[config.mk]
export PLATFORM = sky130hd
export DESIGN_NAME = rr_arb4_dec
export DESIGN_NICKNAME = d
export VERILOG_FILES = /design/src/rtl/rr_arb4_dec.sv
export SDC_FILE = /design/constraint.sdc
export NUM_CORES = 1
export LEC_CHECK = 0
export CAP_MARGIN = 5
export CORE_MARGIN = 2
export CORE_UTILIZATION = 58
export DETAILED_ROUTE_END_ITERATION = 8
export DONT_BUFFER_PORTS = 1
export PLACE_DENSITY = 0.74
export SLEW_MARGIN = 5
export SYNTH_ARGS = -nofsm -noshare
export SYNTH_HDL_FRONTEND = slang
export SYNTH_SLANG_ARGS = --single-unit
[constraint.sdc]
create_clock -name clk -period 5 [get_ports clk]
set_input_delay 0.75 -clock clk [delete_from_list [all_inputs] [get_ports clk]]
set_output_delay 0.75 -clock clk [all_outputs]
set_load 0.005 [all_outputs]
[src/rtl/rr_arb4_dec.sv]
// rtl/rr_arb4_dec.sv - four-requester round-robin arbiter with registered 2:4 grant decode
module rr_arb4_dec #(
   parameter int unsigned MAX_HOLD = 16,
   parameter int unsigned CNT_W    = 8
) (
   input  logic       clk,
   input  logic       rst_n,
   input  logic [3:0] req,
   output logic [3:0] gnt,
   output logic [1:0] gnt_idx,
   output logic       gnt_valid,
   output logic       timeout
);

   typedef enum logic {
      IDLE  = 1'b0,
      GRANT = 1'b1
   } state_t;

   localparam logic [CNT_W-1:0] HOLD_LIMIT = CNT_W'(MAX_HOLD);
   localparam logic [CNT_W-1:0] HOLD_SAT   = {CNT_W{1'b1}};
   localparam logic [CNT_W-1:0] HOLD_ONE   = CNT_W'(1);
   localparam bit               LIMIT_ON   = (MAX_HOLD != 0);

   state_t           state_q, state_d;
   logic [1:0]       ptr_q, ptr_d;
   logic [1:0]       idx_q, idx_d;
   logic [CNT_W-1:0] hold_q, hold_d;
   logic [3:0]       gnt_q, gnt_d;
   logic             timeout_q, timeout_d;

   logic [1:0]       winner;
   logic [1:0]       cand;
   logic             owner_req;
   logic             limit_hit;

   // Scan from the highest offset down so the lowest offset from ptr wins.
   always_comb begin
      winner = ptr_q;
      cand   = ptr_q;
      for (int k = 3; k >= 0; k--) begin
         cand = ptr_q + 2'(k);
         if (req[cand]) begin
            winner = cand;
         end
      end
   end

   assign owner_req = req[idx_q];
   assign limit_hit = LIMIT_ON && (hold_q == HOLD_LIMIT);

   always_comb begin
      state_d   = state_q;
      ptr_d     = ptr_q;
      idx_d     = idx_q;
      hold_d    = hold_q;
      gnt_d     = gnt_q;
      timeout_d = 1'b0;
      case (state_q)
         IDLE: begin
            if (|req) begin
               state_d = GRANT;
               idx_d   = winner;
               gnt_d   = 4'b0001 << winner;
               hold_d  = HOLD_ONE;
            end
         end
         GRANT: begin
            if (!owner_req || limit_hit) begin
               state_d   = IDLE;
               gnt_d     = 4'b0000;
               hold_d    = '0;
               ptr_d     = idx_q + 2'd1;
               timeout_d = owner_req & limit_hit;
            end else if (hold_q != HOLD_SAT) begin
               hold_d = hold_q + HOLD_ONE;
            end
         end
         default: begin
            state_d = IDLE;
            gnt_d   = 4'b0000;
            hold_d  = '0;
         end
      endcase
   end

   always_ff @(posedge clk or negedge rst_n) begin
      if (!rst_n) begin
         state_q   <= IDLE;
         ptr_q     <= 2'd0;
         idx_q     <= 2'd0;
         hold_q    <= '0;
         gnt_q     <= 4'b0000;
         timeout_q <= 1'b0;
      end else begin
         state_q   <= state_d;
         ptr_q     <= ptr_d;
         idx_q     <= idx_d;
         hold_q    <= hold_d;
         gnt_q     <= gnt_d;
         timeout_q <= timeout_d;
      end
   end

   assign gnt       = gnt_q;
   assign gnt_idx   = idx_q;
   assign gnt_valid = (state_q == GRANT);
   assign timeout   = timeout_q;

endmodule
# Yosys cells after proc, flatten, opt, wreduce, memory -nomap -nowiden
# Cells that the tools add are included.
[classes]
reduce_logical = 7
order_cmp = 5
n_addsub = 5
n_bitwise = 2
n_shift = 1
mux = 26
n_eq_ne = 5
[op_table]
columns = ["cell", "n"]
rows = [
  ["$mux W8", 3],
  ["$pmux W8 S2", 1],
  ["$lt A2 B3 Y1 const B", 5],
  ["$bmux W1 S2", 5],
  ["$mux W1", 9],
  ["$add A8 B1 Y8 const B", 1],
  ["$eq A8 B5 Y1 const B", 1],
  ["$mux W2", 4],
  ["$mux W4", 2],
  ["$ne A8 B8 Y1 const B", 1],
  ["$pmux W4 S2", 1],
  ["$reduce_and A2 Y1", 4],
  ["$add A2 B1 Y2 const B", 2],
  ["$add A2 B2 Y2 const B", 2],
  ["$reduce_or A4 Y1", 1],
  ["$shl A1 B2 Y4 const A", 1],
  ["$ne A3 B1 Y1 const B", 1],
  ["$ne A2 B1 Y1 const B", 1],
  ["$ne A2 B2 Y1 const B", 1],
  ["$pmux W1 S2", 1],
  ["$and A1 B1 Y1", 1],
  ["$logic_not A1 Y1", 1],
  ["$logic_or A1 B1 Y1", 1],
  ["$not A1 Y1", 1],
]
[word_totals]
register_bits = 18
inputBits = 6
output_inout_bits = 8
elab_cells = 57

# Logic depth before layout (Yosys ltp)
[logic_depth]
depth_word = 10
mapped_depth = 7

# Worst setup path before layout
# Ideal clock, no wire load.
[synth_path]
path_kind = "input port to flip-flop"
from = "input req[0]"
to = "register gnt_q[1], in the netlist gnt[1]"
n_path_buf = 0
stages = 5
path_slack_ps = 3151
required_ps = 4879
arrival_ps = 1728
cell_sequence = "nor2b_2 -> or4_4 -> nand3_2 -> inv_2 -> a22o_1"
[synth_between]
elab_chain_cells = 9
elab_cells_between_ends = 23
classes_between = "eq/ne (2); shift (1); mux (16); reduce/logical (4)"
[synth_lines]
columns = ["element", "line_no", "rtl"]
rows = [
  ["start, declared", "8", "input logic [3:0] req,"],
  ["$bmux W1 S2", "43", "if (req[cand]) begin"],
  ["$mux W1 (not written as such)", "43", ""],
  ["$mux W2 (4 in a row)", "43", ""],
  ["$shl A1 B2 Y4", "64", "gnt_d = 4'b0001 << winner;"],
  ["$mux W4", "61", "if (|req) begin"],
  ["$pmux W4 S2", "59", "case (state_q)"],
  ["end signal, assigned", "100", "gnt_q <= gnt_d;"],
  ["end, declared", "29", "logic [3:0] gnt_q, gnt_d;"],
]
# Parallel ways exist; a longest one is shown, timed or not. The select of a mux whose other input is x is not followed.
# A chain may end at the register's enable or synchronous reset.

# Final worst setup path
[layout_path]
from = "register hold_q[0]"
to = "register hold_q[6]"
[layout_between]
elab_chain_cells = 4
elab_cells_between_ends = 9
classes_between = "add/sub (1); eq/ne (3); mux (3); reduce/logical (2)"
[layout_lines]
columns = ["element", "line_no", "rtl"]
rows = [
  ["start, declared", "28", "logic [CNT_W-1:0] hold_q, hold_d;"],
  ["start signal, assigned", "99", "hold_q <= hold_d;"],
  ["$add A8 B1 Y8 / $eq A8 B5 Y1 (equally long branches)", "76, 50", ""],
  ["$mux W8 / $logic_or A1 B1 Y1 (equally long branches)", "75, 69", ""],
  ["$mux W8 / $ne A3 B1 Y1 (equally long branches)", "n/a", ""],
  ["$pmux W8 S2 / $reduce_and A2 Y1 (equally long branches)", "n/a", ""],
]
# Parallel ways exist; a longest one is shown, timed or not. The select of a mux whose other input is x is not followed.

==> run summary <==
async set or reset register ratio after synthesis: 1.00
Worst-Skew Late Latency: 290 ps
Synth Warn #: 0
number of diodes: 0
CP Cell Sequence: inv_1 > ha_1 > nor4b_1 > and2_0 > nor2_1 > a21oi_1 > o21ai_0
Post-Route WL: 2000 µm
DRC Markers: 0
crit path capture type: flop
CTS buffer count: 3
Congestion Overflow GR: 0
PD cells: 505 nW/µm²
Worst R2R Start: hold_q[0]
vias: 859
Root Driver: clkbuf_4
Post CTS Setup Buffer Count: 0
Max rail drop VDD: 0.291 mV
number of synthesized flops with an enable pin: 0
Pre-Repair DR Iteration Count: 4
Initial DRC Count: 11
Setup violations, final: 0
Synth Register Bits: 18
Area Growth Syn to Fin: 4.62%
CP Data Required Time: 5180 ps
Reg2Reg Setup Slack: 3140 ps
CP Class: reg -> reg
clock tree from TritonCTS: built
first-pass GRT wire length: 3320 µm
Crit Reg-Reg Endpoint: hold_q[6]
gr usage total: 0.216
Post-Syn Nets: 121
Post-Route Setup TNS: 0 ps
fmax: 537 MHz
number of global-route vias before repair: 789
cts repair resizes: 0
Bufs and invs on worst path: 1
Max Fanout on Critical Path: 6
Startpoint Class: flop
largest net degree at the start of global routing: 19
status: completed
LEAKAGE: 0.466 nW
Post-Syn Instances: 113
worst-margin pin slew: 421 ps
Core Area: 1690 µm²
number of hold buffers added after cts: 0
Worst Reg2Reg Path Length in Cells: 7
die width: 46.1 µm
Cell Rows: 15
clk buf depth: 2
Post-Syn Area: 1030 µm²
I/O pin cnt: 14
post-route clock period utilization: 0.372
Area after DPL: 1040 µm²
Final Core Density: 0.638
share of layout cells above drive strength 1: 0.113
Worst path top cell family by delay: simple AND/OR/NAND/NOR gates
syn_area_per_cell: 9.11 µm²
Yosys cell types: 37
Layout Skew: 2.75 ps
worst rel slew slack: 0.718
RSZ-0062 raised after global routing: false
Clock Sinks: 18
H-tree depth: 1
endpoints failing hold: 0
CP Data Arrival Time: 2040 ps
vias per std cell: 6.51
initial antenna violation count: 0
initial core utilization: 0.610
GP Congestion: 0.913
Max stage delay on crit path: 430 ps
CTS clk-pin slew, worst paths: 100 ps
antenna viol nets, final: 0
min cycle time layout: 1860 ps
Die Area: 2130 µm²
Most used DFF post-synth: dfrtp_1
Slowest-stage cell, CP: dfrtp_1
PortBufs: 0
WL per Instance: 15.1 µm
Max-Cap Viols: 0
Max Slew Vio Count: 0
post-route cell area: 1080 µm²
final net count: 124
register area share after synthesis: 0.437
Die Ht: 46.1 µm
Min-Delay Path Class: in -> async
DP HPWL: 1510 µm
[layout make-up]
cell class,count,area [µm²]
multi-input cells,87,547
well taps,17,21.3
flip-flops and latches,18,450
fillers,151,612
inverters,6,22.5
clock buffers,4,36.3
[power breakdown]
part / switching [W] / internal, W
Clock: 0.0000439 / 0.0000443
Combinational: 0.000115 / 0.0000985
Sequential: 0.0000554 / 0.000187
Total: 0.000214 / 0.000330
[how the worst max path moves through the flow]
stage / from / to / slack, ps / depth (start not counted)
floorplan: req[0] / gnt[1] / 3150 / 5
global placement: req[3] / hold_q[4] / 3080 / 5
detailed placement: req[3] / hold_q[4] / 3090 / 5
CTS: hold_q[0] / hold_q[6] / 3130 / 7
global route: hold_q[0] / hold_q[6] / 2890 / 7
finish: hold_q[0] / hold_q[6] / 3140 / 7
[through the flow]
| step | instances | hold WS, ps | total power [W] | setup slack (ps) |
|---|---|---|---|---|
| 2_1_floorplan | 113 | 454 | 0.000415 | 3150 |
| 3_3_place_gp | 128 | 455 | 0.000451 | 3080 |
| 3_5_place_dp | 128 | 455 | 0.000460 | 3090 |
| 4_1_cts | 132 | 133 | 0.000549 | 3130 |
| 5_1_grt | 132 | 107 | 0.000594 | 2890 |
| 6_report | 132 | 142 | 0.000544 | 3140 |
[metal layers]
metal / track usage / part of all wire
met2: 0.369 / 0.50
met1: 0.276 / 0.45
met5: 0 / 0
met4: 0.0686 / 0.0070
met3: 0.0353 / 0.041
[placed cells by master (no fill, tap or decap), types with 3 or more instances in the layout]
cell type   n
nand3_1     3
nand2_1    16
o21ai_0    11
clkbuf_4    3
inv_1       5
dfrtp_1    18
nor3_1      3
nor2_1      7
a21oi_1    12
[cell usage after synthesis, types with 3 or more instances]
| library cell | n | share of area |
|---|---|---|
| a21oi_1 | 12 | 0.058 |
| dfrtp_1 | 18 | 0.44 |
| inv_1 | 5 | 0.018 |
| nand2_1 | 16 | 0.058 |
| nand3_1 | 3 | 0.015 |
| nor2_1 | 7 | 0.026 |
| nor3_1 | 3 | 0.015 |
| o21ai_0 | 11 | 0.053 |
[kinds of logic (layout without fill, tap and decap cells)]
| group | after synthesis | in the layout | synth area share |
|---|---|---|---|
| adders and majority gates | 2 | 2 | 0.0243 |
| and+or+nand+nor | 46 | 46 | 0.238 |
| buffers and inverters | 8 | 10 | 0.0316 |
| muxes | 4 | 4 | 0.0413 |
| DFF | 18 | 18 | 0.437 |
| xor gates and xnor gates | 1 | 1 | 0.00851 |
| AOI/OAI and AO/OA | 34 | 34 | 0.219 |
[registers in the layout (all words and copies together) (netlist names)]
| name | count |
|---|---|
| hold_q | 8 |
| gnt | 4 |
| gnt_idx | 2 |
| ptr_q | 2 |
| gnt_valid | 1 |
| timeout | 1 |
(Power assumes the default switching activity.)
